<file path="src/rtl/rx_pkg.sv">
// Receive-chain shared constants and types used by the discriminator
// configuration sequencer.
package rx_pkg;

  localparam int CHANNELS         = 8;
  localparam int SAMPLE_WIDTH     = 16;
  localparam int MAX_DELAY_CYCLES = 64;
  localparam int TIMER_BITS       = $clog2(MAX_DELAY_CYCLES);
  localparam int TX_CHANNELS      = 8;
  localparam int TRIG_SEL_BITS    = $clog2(CHANNELS + TX_CHANNELS);

  localparam int THR_W = 2 * CHANNELS * SAMPLE_WIDTH;
  localparam int DLY_W = 3 * CHANNELS * TIMER_BITS;
  localparam int SEL_W = CHANNELS * TRIG_SEL_BITS;
  localparam int DIS_W = CHANNELS;

  // "disable" is a reserved word, hence disable_mask.
  typedef struct packed {
    logic [THR_W-1:0] thresholds;
    logic [DLY_W-1:0] delays;
    logic [SEL_W-1:0] trigger_select;
    logic [DIS_W-1:0] disable_mask;
  } disc_cfg_t;

  typedef enum logic [2:0] {
    IDLE,
    ISSUE,
    SYNC_WAIT,
    RESET_PULSE,
    SETTLE
  } disc_seq_state_t;

  function automatic int max3(input int a, input int b, input int c);
    int m;
    m = (a > b) ? a : b;
    return (m > c) ? m : c;
  endfunction

endpackage

</file>
<file path="src/rtl/cfg_stream_issuer.sv">
// One valid/ready configuration stream: captures a word on start, offers it
// until accepted (or aborted) and remembers that it was accepted.
module cfg_stream_issuer #(
  parameter int W = 8
) (
  input  logic         adc_clk,
  input  logic         adc_reset_n,
  input  logic         start_i,
  input  logic         abort_i,
  input  logic [W-1:0] data_i,
  output logic [W-1:0] data_o,
  output logic         valid_o,
  input  logic         ready_i,
  output logic         done_o
);

  logic [W-1:0] data_q, data_d;
  logic         valid_q, valid_d;
  logic         done_q, done_d;

  always_comb begin
    data_d  = data_q;
    valid_d = valid_q;
    done_d  = done_q;
    if (start_i) begin
      data_d  = data_i;
      valid_d = 1'b1;
      done_d  = 1'b0;
    end else if (abort_i) begin
      valid_d = 1'b0;
    end else if (valid_q && ready_i) begin
      valid_d = 1'b0;
      done_d  = 1'b1;
    end
  end

  always_ff @(posedge adc_clk or negedge adc_reset_n) begin
    if (!adc_reset_n) begin
      data_q  <= '0;
      valid_q <= 1'b0;
      done_q  <= 1'b0;
    end else begin
      data_q  <= data_d;
      valid_q <= valid_d;
      done_q  <= done_d;
    end
  end

  assign data_o  = data_q;
  assign valid_o = valid_q;
  // Includes the handshake cycle itself so the sequencer can leave ISSUE on it.
  assign done_o  = done_q | (valid_q & ready_i);

endmodule

</file>
<file path="src/rtl/discriminator_config_sequencer.sv">
// Atomic discriminator reconfiguration: issue config words, wait for CDC
// settling, pulse the discriminator state clear, then re-arm capture.
//   state       | meaning
//   IDLE        | accepting a request
//   ISSUE       | config words offered on all four streams
//   SYNC_WAIT   | config crossing into the discriminator domain
//   RESET_PULSE | one-cycle hysteresis / sample-counter clear
//   SETTLE      | quiet period before capture re-arms
module discriminator_config_sequencer
  import rx_pkg::*;
#(
  parameter int SYNC_CYCLES    = 16,
  parameter int SETTLE_CYCLES  = 4,
  parameter int TIMEOUT_CYCLES = 1024
) (
  input  logic             adc_clk,
  input  logic             adc_reset_n,
  input  logic             req_valid,
  output logic             req_ready,
  input  logic [THR_W-1:0] req_thresholds,
  input  logic [DLY_W-1:0] req_delays,
  input  logic [SEL_W-1:0] req_trigger_select,
  input  logic [DIS_W-1:0] req_disable,
  output logic [THR_W-1:0] thr_data,
  output logic             thr_valid,
  input  logic             thr_ready,
  output logic [DLY_W-1:0] dly_data,
  output logic             dly_valid,
  input  logic             dly_ready,
  output logic [SEL_W-1:0] sel_data,
  output logic             sel_valid,
  input  logic             sel_ready,
  output logic [DIS_W-1:0] dis_data,
  output logic             dis_valid,
  input  logic             dis_ready,
  output logic             adc_reset_state,
  output logic             capture_enable,
  output logic             busy,
  output logic             cfg_error
);

  localparam int CNT_MAX = max3(SYNC_CYCLES, SETTLE_CYCLES, TIMEOUT_CYCLES);
  localparam int CNT_W   = (CNT_MAX > 1) ? $clog2(CNT_MAX) : 1;
  localparam logic [CNT_W-1:0] SYNC_LOAD   = CNT_W'(SYNC_CYCLES - 1);
  localparam logic [CNT_W-1:0] SETTLE_LOAD = CNT_W'(SETTLE_CYCLES - 1);
  localparam logic [CNT_W-1:0] TIMEOUT_TC  = CNT_W'(TIMEOUT_CYCLES - 1);

  if (SYNC_CYCLES < 1 || SETTLE_CYCLES < 1 || TIMEOUT_CYCLES < 1) begin : g_bad_cycles
    $error("SYNC_CYCLES, SETTLE_CYCLES and TIMEOUT_CYCLES must each be >= 1");
  end

  disc_seq_state_t  state_q, state_d;
  logic [CNT_W-1:0] cnt_q, cnt_d;
  logic             cap_en_q, cap_en_d;
  logic             cfg_error_q, cfg_error_d;
  logic             start, abort, all_done;
  logic             thr_done, dly_done, sel_done, dis_done;
  disc_cfg_t        req_cfg;

  assign req_cfg = '{thresholds:     req_thresholds,
                     delays:         req_delays,
                     trigger_select: req_trigger_select,
                     disable_mask:   req_disable};

  // The issuers' hold registers double as the request capture register.
  cfg_stream_issuer #(.W(THR_W)) u_thr (
    .adc_clk, .adc_reset_n, .start_i(start), .abort_i(abort),
    .data_i(req_cfg.thresholds), .data_o(thr_data), .valid_o(thr_valid),
    .ready_i(thr_ready), .done_o(thr_done));

  cfg_stream_issuer #(.W(DLY_W)) u_dly (
    .adc_clk, .adc_reset_n, .start_i(start), .abort_i(abort),
    .data_i(req_cfg.delays), .data_o(dly_data), .valid_o(dly_valid),
    .ready_i(dly_ready), .done_o(dly_done));

  cfg_stream_issuer #(.W(SEL_W)) u_sel (
    .adc_clk, .adc_reset_n, .start_i(start), .abort_i(abort),
    .data_i(req_cfg.trigger_select), .data_o(sel_data), .valid_o(sel_valid),
    .ready_i(sel_ready), .done_o(sel_done));

  cfg_stream_issuer #(.W(DIS_W)) u_dis (
    .adc_clk, .adc_reset_n, .start_i(start), .abort_i(abort),
    .data_i(req_cfg.disable_mask), .data_o(dis_data), .valid_o(dis_valid),
    .ready_i(dis_ready), .done_o(dis_done));

  assign all_done = thr_done & dly_done & sel_done & dis_done;

  always_comb begin
    state_d     = state_q;
    cnt_d       = cnt_q;
    cap_en_d    = cap_en_q;
    cfg_error_d = cfg_error_q;
    start       = 1'b0;
    abort       = 1'b0;
    case (state_q)
      IDLE: begin
        if (req_valid) begin
          start       = 1'b1;
          state_d     = ISSUE;
          cnt_d       = '0;
          cap_en_d    = 1'b0;
          cfg_error_d = 1'b0;
        end
      end
      ISSUE: begin
        if (all_done) begin
          state_d = SYNC_WAIT;
          cnt_d   = SYNC_LOAD;
        end else if (cnt_q == TIMEOUT_TC) begin
          abort       = 1'b1;
          cfg_error_d = 1'b1;
          state_d     = IDLE;
        end else begin
          cnt_d = cnt_q + CNT_W'(1);
        end
      end
      SYNC_WAIT: begin
        if (cnt_q == '0) state_d = RESET_PULSE;
        else             cnt_d   = cnt_q - CNT_W'(1);
      end
      RESET_PULSE: begin
        state_d = SETTLE;
        cnt_d   = SETTLE_LOAD;
      end
      SETTLE: begin
        if (cnt_q == '0) begin
          state_d  = IDLE;
          cap_en_d = 1'b1;
        end else begin
          cnt_d = cnt_q - CNT_W'(1);
        end
      end
      default: state_d = IDLE;
    endcase
  end

  always_ff @(posedge adc_clk or negedge adc_reset_n) begin
    if (!adc_reset_n) begin
      state_q     <= IDLE;
      cnt_q       <= '0;
      cap_en_q    <= 1'b0;
      cfg_error_q <= 1'b0;
    end else begin
      state_q     <= state_d;
      cnt_q       <= cnt_d;
      cap_en_q    <= cap_en_d;
      cfg_error_q <= cfg_error_d;
    end
  end

  assign req_ready       = (state_q == IDLE);
  assign busy            = (state_q != IDLE);
  assign adc_reset_state = (state_q == RESET_PULSE);
  assign capture_enable  = cap_en_q;
  assign cfg_error       = cfg_error_q;

endmodule

</file>
<file path="config.mk">
export PLATFORM = sky130hd
export DESIGN_NAME = discriminator_config_sequencer
export DESIGN_NICKNAME = d
export VERILOG_FILES = /design/src/rtl/rx_pkg.sv /design/src/rtl/cfg_stream_issuer.sv /design/src/rtl/discriminator_config_sequencer.sv
export SDC_FILE = /design/constraint.sdc
export NUM_CORES = 1
export LEC_CHECK = 0
export CORE_AREA = 2 2 353 355
export DETAILED_ROUTE_END_ITERATION = 6
export DIE_AREA = 0 0 355 357
export HOLD_SLACK_MARGIN = 0.03
export PLACE_DENSITY_LB_ADDON = 0.1
export SLEW_MARGIN = 20
export SYNTH_ARGS = -nofsm -noshare
export SYNTH_HDL_FRONTEND = slang
export SYNTH_SLANG_ARGS = --single-unit
</file>
<file path="constraint.sdc">
create_clock -name adc_clk -period 3 [get_ports adc_clk]
set_clock_uncertainty 0.2 [all_clocks]
set_input_delay 0.6 -clock adc_clk [delete_from_list [all_inputs] [get_ports adc_clk]]
set_output_delay 0.6 -clock adc_clk [all_outputs]
set_load 0.05 [all_outputs]
</file>
# [After elaboration in Yosys (flattened, before gate mapping)]
# Index checks and enable logic that the tools add are counted.
[word_totals] reg_bits=463 in_bits=447 word_cells=116
[op_classes] n_addsub=2 eq_ne=14 mux=46 n_bitwise=11 n_reduce_logical=27
[op_table] op="two-way mux 10 bit" n=4
[op_table] op="case mux 10 bit (4 select lines)" n=1
[op_table] op="two-way mux 1 bit" n=33
[op_table] op="two-way mux 3 bit" n=5
[op_table] op="case mux 3 bit (5 select lines)" n=1
[op_table] op="nonzero test 3 bit" n=5
[op_table] op="inequality test 2 bit, second input constant" n=7
[op_table] op="AND reduction 4 bit" n=3
[op_table] op="nonzero test 2 bit" n=6
[op_table] op="adder 10 x 1 -> 10 bit, second input constant" n=1
[op_table] op="equality test 10 bit, second input constant" n=1
[op_table] op="logical NOT 10 bit" n=1
[op_table] op="subtractor 10 x 1 -> 10 bit, second input constant" n=1
[op_table] op="AND reduction 2 bit" n=4
[op_table] op="AND 1 bit" n=7
[op_table] op="equality test 3 x 2 -> 1 bit, second input constant" n=2
[op_table] op="inequality test 3 bit, second input constant" n=2
[op_table] op="logical AND 1 bit" n=4
[op_table] op="bitwise OR 1 bit" n=4
[op_table] op="case mux 1 bit (2 select lines)" n=2
[op_table] op="nonzero test 4 bit" n=1
[op_table] op="equality test 3 x 1 -> 1 bit, second input constant" n=1
[op_table] op="equality test 3 bit, second input constant" n=1
[op_table] op="logical NOT 3 bit" n=1
[op_table] op="other kinds (2)" n=2

# [Logic depth before layout (Yosys ltp)]
[logic_depth] word_depth=9 ltp_mapped=9

# [Cells and area by module]
# From an unflattened synthesis, not the netlist that was laid out.
[unflattened] cells_unflattened=1120 hier_area_um2=19053.3
[modules_own_cells] mod="cfg_stream_issuer at u_thr" instances=1 cells_per_inst=550 area_per_inst_um2=10438.8
[modules_own_cells] mod="cfg_stream_issuer at u_dly" instances=1 cells_per_inst=313 area_per_inst_um2=5517.8
[modules_own_cells] mod="cfg_stream_issuer at u_sel" instances=1 cells_per_inst=77 area_per_inst_um2=1425.1
[modules_own_cells] mod="discriminator_config_sequencer" instances=1 cells_per_inst=154 area_per_inst_um2=1252.5
[modules_own_cells] mod="cfg_stream_issuer at u_dis" instances=1 cells_per_inst=26 area_per_inst_um2=419.2

# [Least setup slack after synthesis]
# No wires, ideal clock.
[synth_path] path_type="reg2reg" startpoint="register state_q[1]" endpoint="register cnt_q[0]" setup_time_ps=121 arrival_ps=2387 setup_slack_ps=292 path_stages_with_launch=8 path_buffers=1 period_less_slack_ps=2708 cell_sequence="dfrtp_1 > buf_2 > nor3_2 > inv_1 > nand2_1 > a31oi_1 > and2_4 > a22o_1"
[synth_between] word_cells_on_any_way=12 cone_classes="7 x eq/ne; 1 x mux; 4 x reduce/logical"
[synth_lines] item="start, declared" line_no="discriminator_config_sequencer.sv:52" rtl="disc_seq_state_t state_q, state_d;"
[synth_lines] item="start signal, assigned" line_no="discriminator_config_sequencer.sv:144" rtl="state_q <= state_d;"
[synth_lines] item="logical NOT 3 bit (*)"
[synth_lines] item="via req_ready" line_no="discriminator_config_sequencer.sv:19" rtl="output logic req_ready,"
[synth_lines] item="nonzero test 4 bit (no line) or inequality test 2 bit (tied branches)"
[synth_lines] item="AND reduction 4 bit (no line)"
[synth_lines] item="end signal, assigned" line_no="discriminator_config_sequencer.sv:145" rtl="cnt_q <= cnt_d;"
[synth_lines] item="end, declared" line_no="discriminator_config_sequencer.sv:53" rtl="logic [CNT_W-1:0] cnt_q, cnt_d;"
# Mark *: on every way through the listed nets, which the timed path passes. The rest lies on a longest branch.
# A chain may end at the register's enable or synchronous reset.

# [Worst setup path after layout]
[layout_path] startpoint="register state_q[0]" endpoint="output port busy"
[layout_between] elab_chain_len=1
[layout_rtl] item="nonzero test 3 bit" line_no="discriminator_config_sequencer.sv:152" rtl="assign busy = (state_q != IDLE);"
[layout_rtl] item="end, declared" line_no="discriminator_config_sequencer.sv:38" rtl="output logic busy,"
# Every way passes these cells.

==> impl_metrics.py <==
metrics = {
    "synthesis": {
        "netlist_area_before_placement_mm2": 0.0180,
        "yosys.cell_count.top_type": "sky130_fd_sc_hd__nand2_1",
        "post-synth-top-area-fraction_pct": 64.3,
        "syn-instance-count": 2044,
        "number_of_distinct_library_cells_after_synthesis": 57,
        "syn_avg_cell_area_um2": 8.82,
        "synth_edf_count": 0,
        "syn-num-nets": 2494,
        "synth_area_leaders": "sky130_fd_sc_hd__dfrtp_1, sky130_fd_sc_hd__nand2_1, sky130_fd_sc_hd__clkbuf_1",
        "total_of_warnings_raised_by_yosys": 0,
        "synth_area_leader_cell": "sky130_fd_sc_hd__dfrtp_1",
        "async_flop_share_pct": 100,
        "ys_top_cells_by_count": "sky130_fd_sc_hd__nand2_1, sky130_fd_sc_hd__dfrtp_1, sky130_fd_sc_hd__clkbuf_1, sky130_fd_sc_hd__buf_2, sky130_fd_sc_hd__nor2_1",
        "synth_seq_cells": 463,
        "synth-seq-area-share_pct": 64.3,
        "synth-main-ff-cell": "sky130_fd_sc_hd__dfrtp_1",
    },
    "power": {
        "share_seq_of_total_power_pct": 26.0,
        "p_switching_w": 0.0211,
        "p_per_area_mw_per_mm2": 1350,
        "ir_worst_vdd_v": 0.000638,
        "p_int_w": 0.0210,
        "netSwitchingFraction_pct": 50.1,
        "p_leak_nw": 14.7,
        "comb_power_share_pct": 56.7,
        "power_frac_clock_pct": 17.4,
        "total_power_w": 0.0420,
    },
    "floorplanning": {
        "ioPinCount": 896,
        "initial_utilization_pct": 14.7,
        "die_area_mm2": 0.127,
        "die_width_um": 355,
        "core_area_mm2": 0.123,
        "dieHeight_um": 357,
        "row_count": 129,
    },
    "run": {
        "cap_violations": 0,
    },
    "timing": {
        "timing.final.crit_period_ps": 2850,
        "max_slew_margin_pct": 52.6,
        "final.period_utilization_pct": 94.8,
        "grt_setup_unrepaired": "no",
        "maxClockFrequency_ghz": 0.351,
        "worst_pin_slew_ps": 709,
        "fin_hold_ws_ps": 223,
        "hold_viol": 0,
        "setup_total_negative_slack_ps": 0,
        "finalSetupViolations": 0,
        "final_number_of_max_transition_violations": 0,
    },
    "placed_design": {
        "place_area_mm2": 0.0292,
        "routabilityCongestion": 0.811,
        "port_buffers": 895,
        "detailed_place_hpwl_um": 62500,
    },
    "critical_path": {
        "worstSetupPathType": "reg -> out",
        "required_ps": 2200,
        "cp.arrival_ps": 2050,
        "timing.critical_path.from_type": "flop",
        "setup.worst_path.end_class": "output port",
        "crit_fanout": 12,
    },
    "clock_tree": {
        "htreeDepth": 2,
        "path_clk_slew_ps": 60,
        "tritoncts": "built",
        "tritoncts.num_buffers": 61,
        "clock_latency_ps": 640,
        "cts_sinks": 463,
        "cts_buffer_depth": 3,
        "clockRootBuffer": "sky130_fd_sc_hd__clkbuf_16",
        "cts_post_setup_buffers_inserted": 0,
    },
    "grt": {
        "first_global_vias": 17500,
        "grt_first_pass_wirelength_um": 120000,
        "grt-ovfl-total": 0,
        "grt_max_degree": 100,
        "antenna_found_initial": 15,
        "grtUsageTotal_pct": 12.6,
    },
    "layout": {
        "drive_gt1_share_pct": 5.55,
        "final_design_area_no_fill_mm2": 0.0312,
        "final_net_count": 3395,
        "flow.area_growth_from_synthesis_pct": 73.3,
    },
    "routing": {
        "postRouteWirelength_um": 83200,
        "first_pass_iters": 5,
        "initialDrtViolationCount": 1053,
        "post_drt_via_cell_ratio": 3.62,
        "routed_wire_length_per_instance_um": 18.0,
        "routed-via-count": 16800,
        "antenna_violating_nets_post_route": 0,
        "drcViolationCount": 0,
    },
    "run_status": {
        "run_status": "finished clean",
    },
    "worst_hold_path": {
        "path_class_of_the_lowest_slack_min_delay_path": "in -> async",
    },
}
[worst paths after layout]
path | from | to | slack [ps] | cells after the start
max in group asynchronous | adc_reset_n | u_dly.data_o[73] | 1360 | 3
max | state_q[0] | busy | 150 | 3
min in group adc_clk | u_thr.data_o[222] | u_thr.data_o[222] | 270 | 2
max reg2reg | cnt_q[0] | cnt_q[1] | 420 | 7
min | adc_reset_n | u_thr.data_o[140] | 220 | 2
min reg2reg | u_thr.data_o[222] | u_thr.data_o[222] | 270 | 2
[state kept, by name (all words and copies together) (netlist names), 3 cells and up]
signal and cells:
cnt_q 10, state_q 3, u_dis.data_o 8, u_dly.data_o 144
u_sel.data_o 32, u_thr.data_o 256
[layout make-up]
cell class | instances | area [um2]
Tap cell | 1637 | 2050
Sequential cell | 463 | 11600
Timing Repair Buffer | 951 | 9630
Inverter | 5 | 18.8
Clock buffer | 94 | 1810
Multi-Input combinational cell | 1463 | 5950
Fill cell | 13300 | 91800
Clock inverter | 16 | 175
Antenna cell | 7 | 17.5
[layout by cell type, fill, tap and decap left out, types with 3 or more instances in the layout]
master	n
sky130_fd_sc_hd__a21oi_1	10
sky130_fd_sc_hd__a22o_1	4
sky130_fd_sc_hd__bufinv_16	3
sky130_fd_sc_hd__inv_1	5
sky130_fd_sc_hd__o21ai_0	3
sky130_fd_sc_hd__buf_4	37
sky130_fd_sc_hd__clkbuf_16	61
sky130_fd_sc_hd__diode_2	7
sky130_fd_sc_hd__nor2_1	14
sky130_fd_sc_hd__clkbuf_8	16
sky130_fd_sc_hd__clkbuf_1	17
sky130_fd_sc_hd__o21ai_1	7
sky130_fd_sc_hd__nand3_1	6
sky130_fd_sc_hd__nor2b_1	3
sky130_fd_sc_hd__a31oi_1	5
sky130_fd_sc_hd__o221ai_1	3
sky130_fd_sc_hd__o31ai_1	6
sky130_fd_sc_hd__dfrtp_1	462
sky130_fd_sc_hd__nor3_1	6
sky130_fd_sc_hd__nor4_1	3
sky130_fd_sc_hd__ha_1	3
sky130_fd_sc_hd__buf_12	20
sky130_fd_sc_hd__clkinv_2	10
sky130_fd_sc_hd__or3b_1	3
sky130_fd_sc_hd__clkdlybuf4s50_1	891
sky130_fd_sc_hd__or3_1	4
sky130_fd_sc_hd__nand2_1	1338
[through the flow]
| stage | worst slack, ps | utilization (%) | cells |
|---|---|---|---|
| floorplan | 292 | - | 2044 |
| global placement | 102 | 23.8 | 4518 |
| detailed placement | 108 | 23.8 | 4518 |
| CTS | 25.2 | 25.4 | 4629 |
| global route | 8.19 | 25.4 | 4634 |
| finish | 155 | 25.4 | 4636 |
[metal layers]
metal | routed length (um) | global-route usage, % | vias up
met1 | 30400 | 13.4 | 7942
met3 | 8160 | 5.35 | 127
met2 | 41900 | 22.2 | 626
met4 | 2580 | 4.55 | 18
met5 | 123 | 0 | -
li1 | - | - | 8078
[worst max-delay path, stage by stage (launching register included)]
cell and delay [ps]:
sky130_fd_sc_hd__dfrtp_1 520, sky130_fd_sc_hd__nor3_4 320, sky130_fd_sc_hd__inv_1 110, sky130_fd_sc_hd__dlygate4sd2_1 450
[power groups by stage]
stage	clock network (W)	logic, W	registers (W)
CTS	0.00768	0.0243	0.0110
detailed placement	0	0.0243	0.0110
global route	0.00794	0.0253	0.0113
floorplan	0	0.00503	0.0206
finish	0.00731	0.0238	0.0109
global placement	0	0.0242	0.0109
[timing repair]
item                                    4_1_cts  5_1_grt
endpoints found under the setup margin        1        1
hold buffers                                  1        0
hold endpoints to repair                    138        0
pin swaps                                     0        0
gates resized for setup                       2        1
[cell families (layout without fill, tap and decap cells)]
logic type,after synthesis,count (layout),synth area share [%]
adder cells (fa/ha/maj),3,3,0.208
XOR/XNOR,4,4,0.194
buffers and inverters,118,1066,2.85
multiplexers,2,2,0.111
flip-flops,463,463,64.3
AND/OR/NAND/NOR,1396,1396,29.9
AO/OA/AOI/OAI,58,58,2.43
other,0,7,0
(Power assumes the default switching activity.)
==> variant 1 (same settings) <==
Make the reset (`adc_reset_n`) synchronous in 2 clocked blocks.
--- a/src/rtl/cfg_stream_issuer.sv
+++ b/src/rtl/cfg_stream_issuer.sv
@@ -36,3 +36,3 @@
 
-  always_ff @(posedge adc_clk or negedge adc_reset_n) begin
+  always_ff @(posedge adc_clk) begin
     if (!adc_reset_n) begin
--- a/src/rtl/discriminator_config_sequencer.sv
+++ b/src/rtl/discriminator_config_sequencer.sv
@@ -136,3 +136,3 @@
 
-  always_ff @(posedge adc_clk or negedge adc_reset_n) begin
+  always_ff @(posedge adc_clk) begin
     if (!adc_reset_n) begin
Behaviour: differs if adc_reset_n is asserted again (counterexample within 4 cycles, from zero or initial values and one cycle with adc_reset_n low); with adc_reset_n held inactive, the same outputs for 4 cycles.
==> variant 1 against the unedited design <==
- utilization down 0.25 points
- wire length rose by 0.87%
- register-to-register slack better by 220 ps
- hold slack improved by 4.4 ps
- worst setup slack better by 160 ps
- synthesized area is 2.8% lower
- final area decreased by 1.0%
- sequential cell count stayed put
- die area is the same
- via count rose by 3.3%
- synthesized cell count up 2.3%
- critical path type unchanged
- largest cell class is now non-clock buffers
- highest routed layer unchanged
Power is not compared: it rests on default switching activity, and its combinational part moved more than twofold at a synthesized area within 25%.
==> variant 1: results (changes against the unedited design) <==
Run status
  • Status: finished clean (unchanged)

Logic synthesis
  • Async S/R FF share, synth: 0 (was 1.000)
  • Synth area leaders: dfxtp_1 (53%), nand2_1 (19%), a21boi_0 (13%), a21boi_1 (5.8%), clkbuf_1 (2.1%) (was dfrtp_1 (64%), nand2_1 (28%), clkbuf_1 (1.3%), buf_2 (1.2%), nor2_1 (0.31%))
  • Sequential area share after synthesis: 0.5291 (was 0.6428)
  • Main flop type after synthesis: dfxtp_1 (was dfrtp_1)
  • Synth cell count leaders: nand2_1 (898), dfxtp_1 (463), a21boi_0 (308), a21boi_1 (136), clkbuf_1 (100) (was nand2_1 (1339), dfrtp_1 (463), clkbuf_1 (62), buf_2 (42), nor2_1 (15))
  • Post-synth cell types: 53 (was 57)
  • Syn Area/Cell: 8.382 um^2 (was 8.818 um^2)
  • Synth Net Count: 2540 (was 2494)
  • Post-synth top area share: 0.5291 (was 0.6428)

Route
  • Wire length per cell: 18.03 um (was 17.95 um)
  • Via-to-Cell Ratio: 3.725 (was 3.622)
  • Vias: 17340 (was 16790)

Layout
  • FILL cells: 13290 (was 13260)
  • Layout cells sized above 1: 0.06202 (was 0.05548)
  • Area of the multi-input gates: 0.007580 mm^2 (was 0.005946 mm^2)

Placement
  • Global placement routability congestion: 0.7857 (was 0.8107)
  • Placement Cell Area: 0.02867 mm^2 (was 0.02921 mm^2)
  • Placed Cells: 4532 (was 4518)
  • Post-DP HPWL: 64060 um (was 62500 um)

Worst hold path
  • Min-delay worst type: input port to register (was input port to async pin)

Critical path
  • Worst R2R Start: cnt_q[0] (unchanged)
  • Critical path startpoint: u_thr.data_o[201] (was state_q[0])
  • CP Data Arrival Time: 1880 ps (was 2050 ps)
  • Crit path max fanout: 2 (was 12)

GRT
  • Met2 usage in global routing: 0.2338 (was 0.2222)
  • Met3 Use GR: 0.05546 (was 0.05352)
  • Largest net degree at the start of global routing: 82 (was 100)
  • Met1 usage: 0.1293 (was 0.1343)

STA
  • Slew HR: 0.5260 (was 0.5261)

Clock network
  • Post-CTS Resized: 1 (was 2)
  • Clk Latency, worst-skew pair: 610 ps (was 640 ps)
variant 1: cell count changes after synthesis, moves of 5 or more:
cell      delta
a21boi_1   +136
o21ai_1      -7
a21oi_1      +5
dfxtp_1    +463
nor3_1       +5
buf_2        +8
dfrtp_1    -463
nand2_1    -441
a21boi_0   +307
o22ai_1      +6
clkbuf_1    +38
variant 1: layer usage:
layer / wire length, um / up-vias
met2: 43560 / 585
met3: 7917 / 113
met4: 1625 / 20
li1: - / 8562
met1: 30730 / 8062
met5: 135 / -
variant 1: cells by family (layout without fill, tap and decap cells):
group	count (synthesis)	after routing	synth area share
AOI/OAI and AO/OA	495	495	0.2125
xor gates and xnor gates	4	4	0.002000
adders and majority gates	3	3	0.002143
buffers and inverters	163	1088	0.03899
DFF	463	463	0.5291
muxes	2	2	0.001143
other	0	4	0
and+or+nand+nor	960	960	0.2142
variant 1: cell type report:
class | count | area share
repair buffers | 963 | 0.3153
flip-flops and latches | 463 | 0.2998
multi-input cells | 1464 | 0.2451
well taps | 1637 | 0.06624
clock buffers | 101 | 0.06393
clock inverters | 19 | 0.008659
inverters | 5 | 0.0006070
diodes | 4 | 0.0003237
variant 1: final timing paths:
path                            depth (start not counted)               end  slack (ps)
worst min register to register                          2  u_sel.data_o[19]         250
worst min-delay path                                    2  u_thr.data_o[92]         230
worst max-delay path                                    1     thr_data[201]         320
worst max register to register                          7          cnt_q[6]         640
variant 1: report_power, final:
| group | switching, mW | leakage, nW | total [mW] | internal [mW] |
|---|---|---|---|---|
| combinational | 2.39 | 6.26 | 3.94 | 1.55 |
| sequential | 0.203 | 3.80 | 6.74 | 6.54 |
| clock | 3.08 | 1.10 | 8.07 | 4.99 |
| total | 5.67 | 11.2 | 18.7 | 13.1 |
==> variant 2 (config.mk and constraints unchanged) <==
Without the edit above. Change the parameter `SYNC_CYCLES` from 16 to 8.
--- a/src/rtl/discriminator_config_sequencer.sv
+++ b/src/rtl/discriminator_config_sequencer.sv
@@ -11,3 +11,3 @@
 #(
-  parameter int SYNC_CYCLES    = 16,
+  parameter int SYNC_CYCLES    = 8,
   parameter int SETTLE_CYCLES  = 4,
Behaviour: no difference found for any inputs over 4 cycles, from zero or initial values and one cycle with adc_reset_n low; that may be too few to reach the edited logic, so the function may still have changed.
==> variant 2 against the unedited design <==
- global-route usage hardly changed
- final area rose by 0.15%
- final cell count about the same
- power down 5.7%
- clock power increased by 3.1%
- worst setup slack improved by 56 ps
- synthesized area decreased by 0.67%
- wire length up 1.2%
- sequential cell count did not move
- critical endpoint is now dly_data[58]
- highest routed layer unchanged
==> variant 2: results (changes against the unedited design) <==
GRT
  • Met3 Use GR: 0.06429 (was 0.05352)
  • Met2 usage in global routing: 0.2183 (was 0.2222)
  • Initial antenna violation count: 24 (was 15)
  • Largest net degree at the start of global routing: 72 (was 100)
  • First-pass GRT wire length: 120200 um (was 119900 um)
  • Met1 usage: 0.1361 (was 0.1343)
  • GRT Resource Usage Total: 0.1264 (was 0.1262)

Clock network
  • H-Tree Depth: 2 (unchanged)
  • CTS Buf Count: 60 (was 61)
  • Clk Latency, worst-skew pair: 630 ps
  • Clock Path Buffers: 3 (unchanged)
  • Root buffer cell: clkbuf_16 (unchanged)
  • Clk slew on worst S/H paths: 60 ps (about the same)

Layout
  • Layout cells sized above 1: 0.05857 (was 0.05548)
  • Fin cells: 4632 (was 4636)
  • Final-stage net count: 3391 (was 3395)
  • Largest register FFs: 256 (unchanged)
  • FILL cells: 13270 (was 13260)

Logic synthesis
  • Syn. warnings: 0 (unchanged)
  • Sequential area share after synthesis: 0.6471 (was 0.6428)
  • Async S/R FF share, synth: 1.000 (unchanged)
  • Main flop type after synthesis: dfrtp_1 (unchanged)
  • Syn Area/Cell: 8.815 um^2 (was 8.818 um^2)
  • Synth Net Count: 2481 (was 2494)
  • Synth cell count leaders: nand2_1 (1336), dfrtp_1 (463), clkbuf_1 (62), buf_2 (36), o21ai_0 (14) (was nand2_1 (1339), dfrtp_1 (463), clkbuf_1 (62), buf_2 (42), nor2_1 (15))
  • Post-synth cell types: 55 (was 57)
  • Synth area leaders: dfrtp_1 (65%), nand2_1 (28%), clkbuf_1 (1.3%), buf_2 (1.0%), o21ai_0 (0.39%) (was dfrtp_1 (64%), nand2_1 (28%), clkbuf_1 (1.3%), buf_2 (1.2%), nor2_1 (0.31%))

Worst hold path
  • Hold endpoint: u_thr.data_o[53]
  • Min-delay worst type: register to register (was input port to async pin)
  • Hold path depth: 2
  • HP Start: u_thr.data_o[53]

Route
  • First DRT Iteration DRCs: 898 (was 1053)
  • Wire length per cell: 18.19 um (was 17.95 um)
  • Vias: 16780 (was 16790)
  • DR pass1 iterations: 5 (unchanged)

Pwr
  • Switch share: 0.4878 (was 0.5010)
  • VDD IR-drop max: 0.5775 mV (was 0.6379 mV)
  • Leak pwr: 14.70 nW (was 14.68 nW)

Critical path
  • Worst r2r path cells: 8 (was 7)
  • Crit path max fanout: 2 (was 12)
  • CP peak stage delay: 1000 ps (was 520 ps)
  • CP Data Arrival Time: 1990 ps (was 2050 ps)
  • Reg2reg end: u_dis.valid_o (was cnt_q[1])
  • Slowest cell on crit path: clkdlybuf4s50_1 (was dfrtp_1)
  • Reg-to-reg slack, setup: 450 ps (was 420 ps)
  • Top Family by Delay on Critical Path: buffers and inverters (unchanged)
  • Worst R2R Start: cnt_q[1] (was cnt_q[0])

Run status
  • Status: finished clean (unchanged)

Placement
  • Post-DP HPWL: 64330 um (was 62500 um)
  • Pre-CTS setup slack: 120.1 ps (was 108.3 ps)
  • Global placement routability congestion: 0.7833 (was 0.8107)
  • # port buffers: 895 (unchanged)
  • Placed Cells: 4515 (was 4518)

STA
  • Slew @ Worst Pin: 792.2 ps (was 708.6 ps)
==> variant 2: cell type report <==
cell class,instances,area (um^2),share of cell area
clock buffer,90,1785,0.05708
timing repair buffer,958,9748,0.3116
clock inverter,19,252.7,0.008080
inverter,7,26.28,0.0008400
antenna,7,17.52,0.0005600
tap,1637,2048,0.06548
multi-input combinational,1451,5816,0.1859
sequential,463,11590,0.3704
==> variant 2: cell families after synthesis <==
group,Yosys count,share of synthesized area
AND/OR/NAND/NOR,1384,0.2962
flip-flops,463,0.6471
buffers and inverters,117,0.02858
AO/OA/AOI/OAI,60,0.02383
XOR/XNOR,3,0.001468
adder cells (fa/ha/maj),3,0.002097
multiplexers,1,0.0006289
==> variant 2: metal layers <==
metal / up-vias / wire length [um]
li1: 8047 / -
met1: 7937 / 31220
met2: 633 / 41320
met3: 128 / 9661
met4: 34 / 1857
met5: - / 212
==> variant 2: through the flow <==
step	utilization	area, um^2	hold WS [ps]	power (mW)
global route	0.2542	31270	237.5	41.84
global placement	0.2375	29220	257.9	32.45
finish	0.2543	31280	267.9	39.64
CTS	0.2542	31260	211.5	40.40
detailed placement	0.2375	29220	260.8	32.48
floorplan	-	17900	104.4	23.63
==> variant 2: worst max-delay path by stage <==
stage | start | to | slack (ps) | cells past startpoint
after floorplan | state_q[2] | u_dly.data_o[0] | 550 | 8
final | u_dly.data_o[58] | dly_data[58] | 210 | 1
after global routing | state_q[0] | busy | 30 | 3
after CTS | state_q[0] | busy | 100 | 3
after global placement | sel_ready | u_thr.valid_o | 140 | 8
after detailed placement | sel_ready | u_thr.valid_o | 120 | 8
==> variant 2: power by group through the flow <==
stage | clock network (mW) | logic (mW) | registers (mW)
2_1_floorplan | 0 | 3.59 | 20.0
3_3_place_gp | 0 | 21.7 | 10.7
3_5_place_dp | 0 | 21.7 | 10.8
4_1_cts | 7.91 | 21.8 | 10.7
5_1_grt | 8.15 | 22.6 | 11.1
6_report | 7.54 | 21.4 | 10.7
==> variant 2: timing repair <==
action / 4_1_cts / 5_1_grt
hold endpoints to repair: 40 / 0
endpoints found under the setup margin: 1 / 0
buffers inserted: 0 / 0
gates resized for setup: 1 / 0
hold buffers: 1 / 0
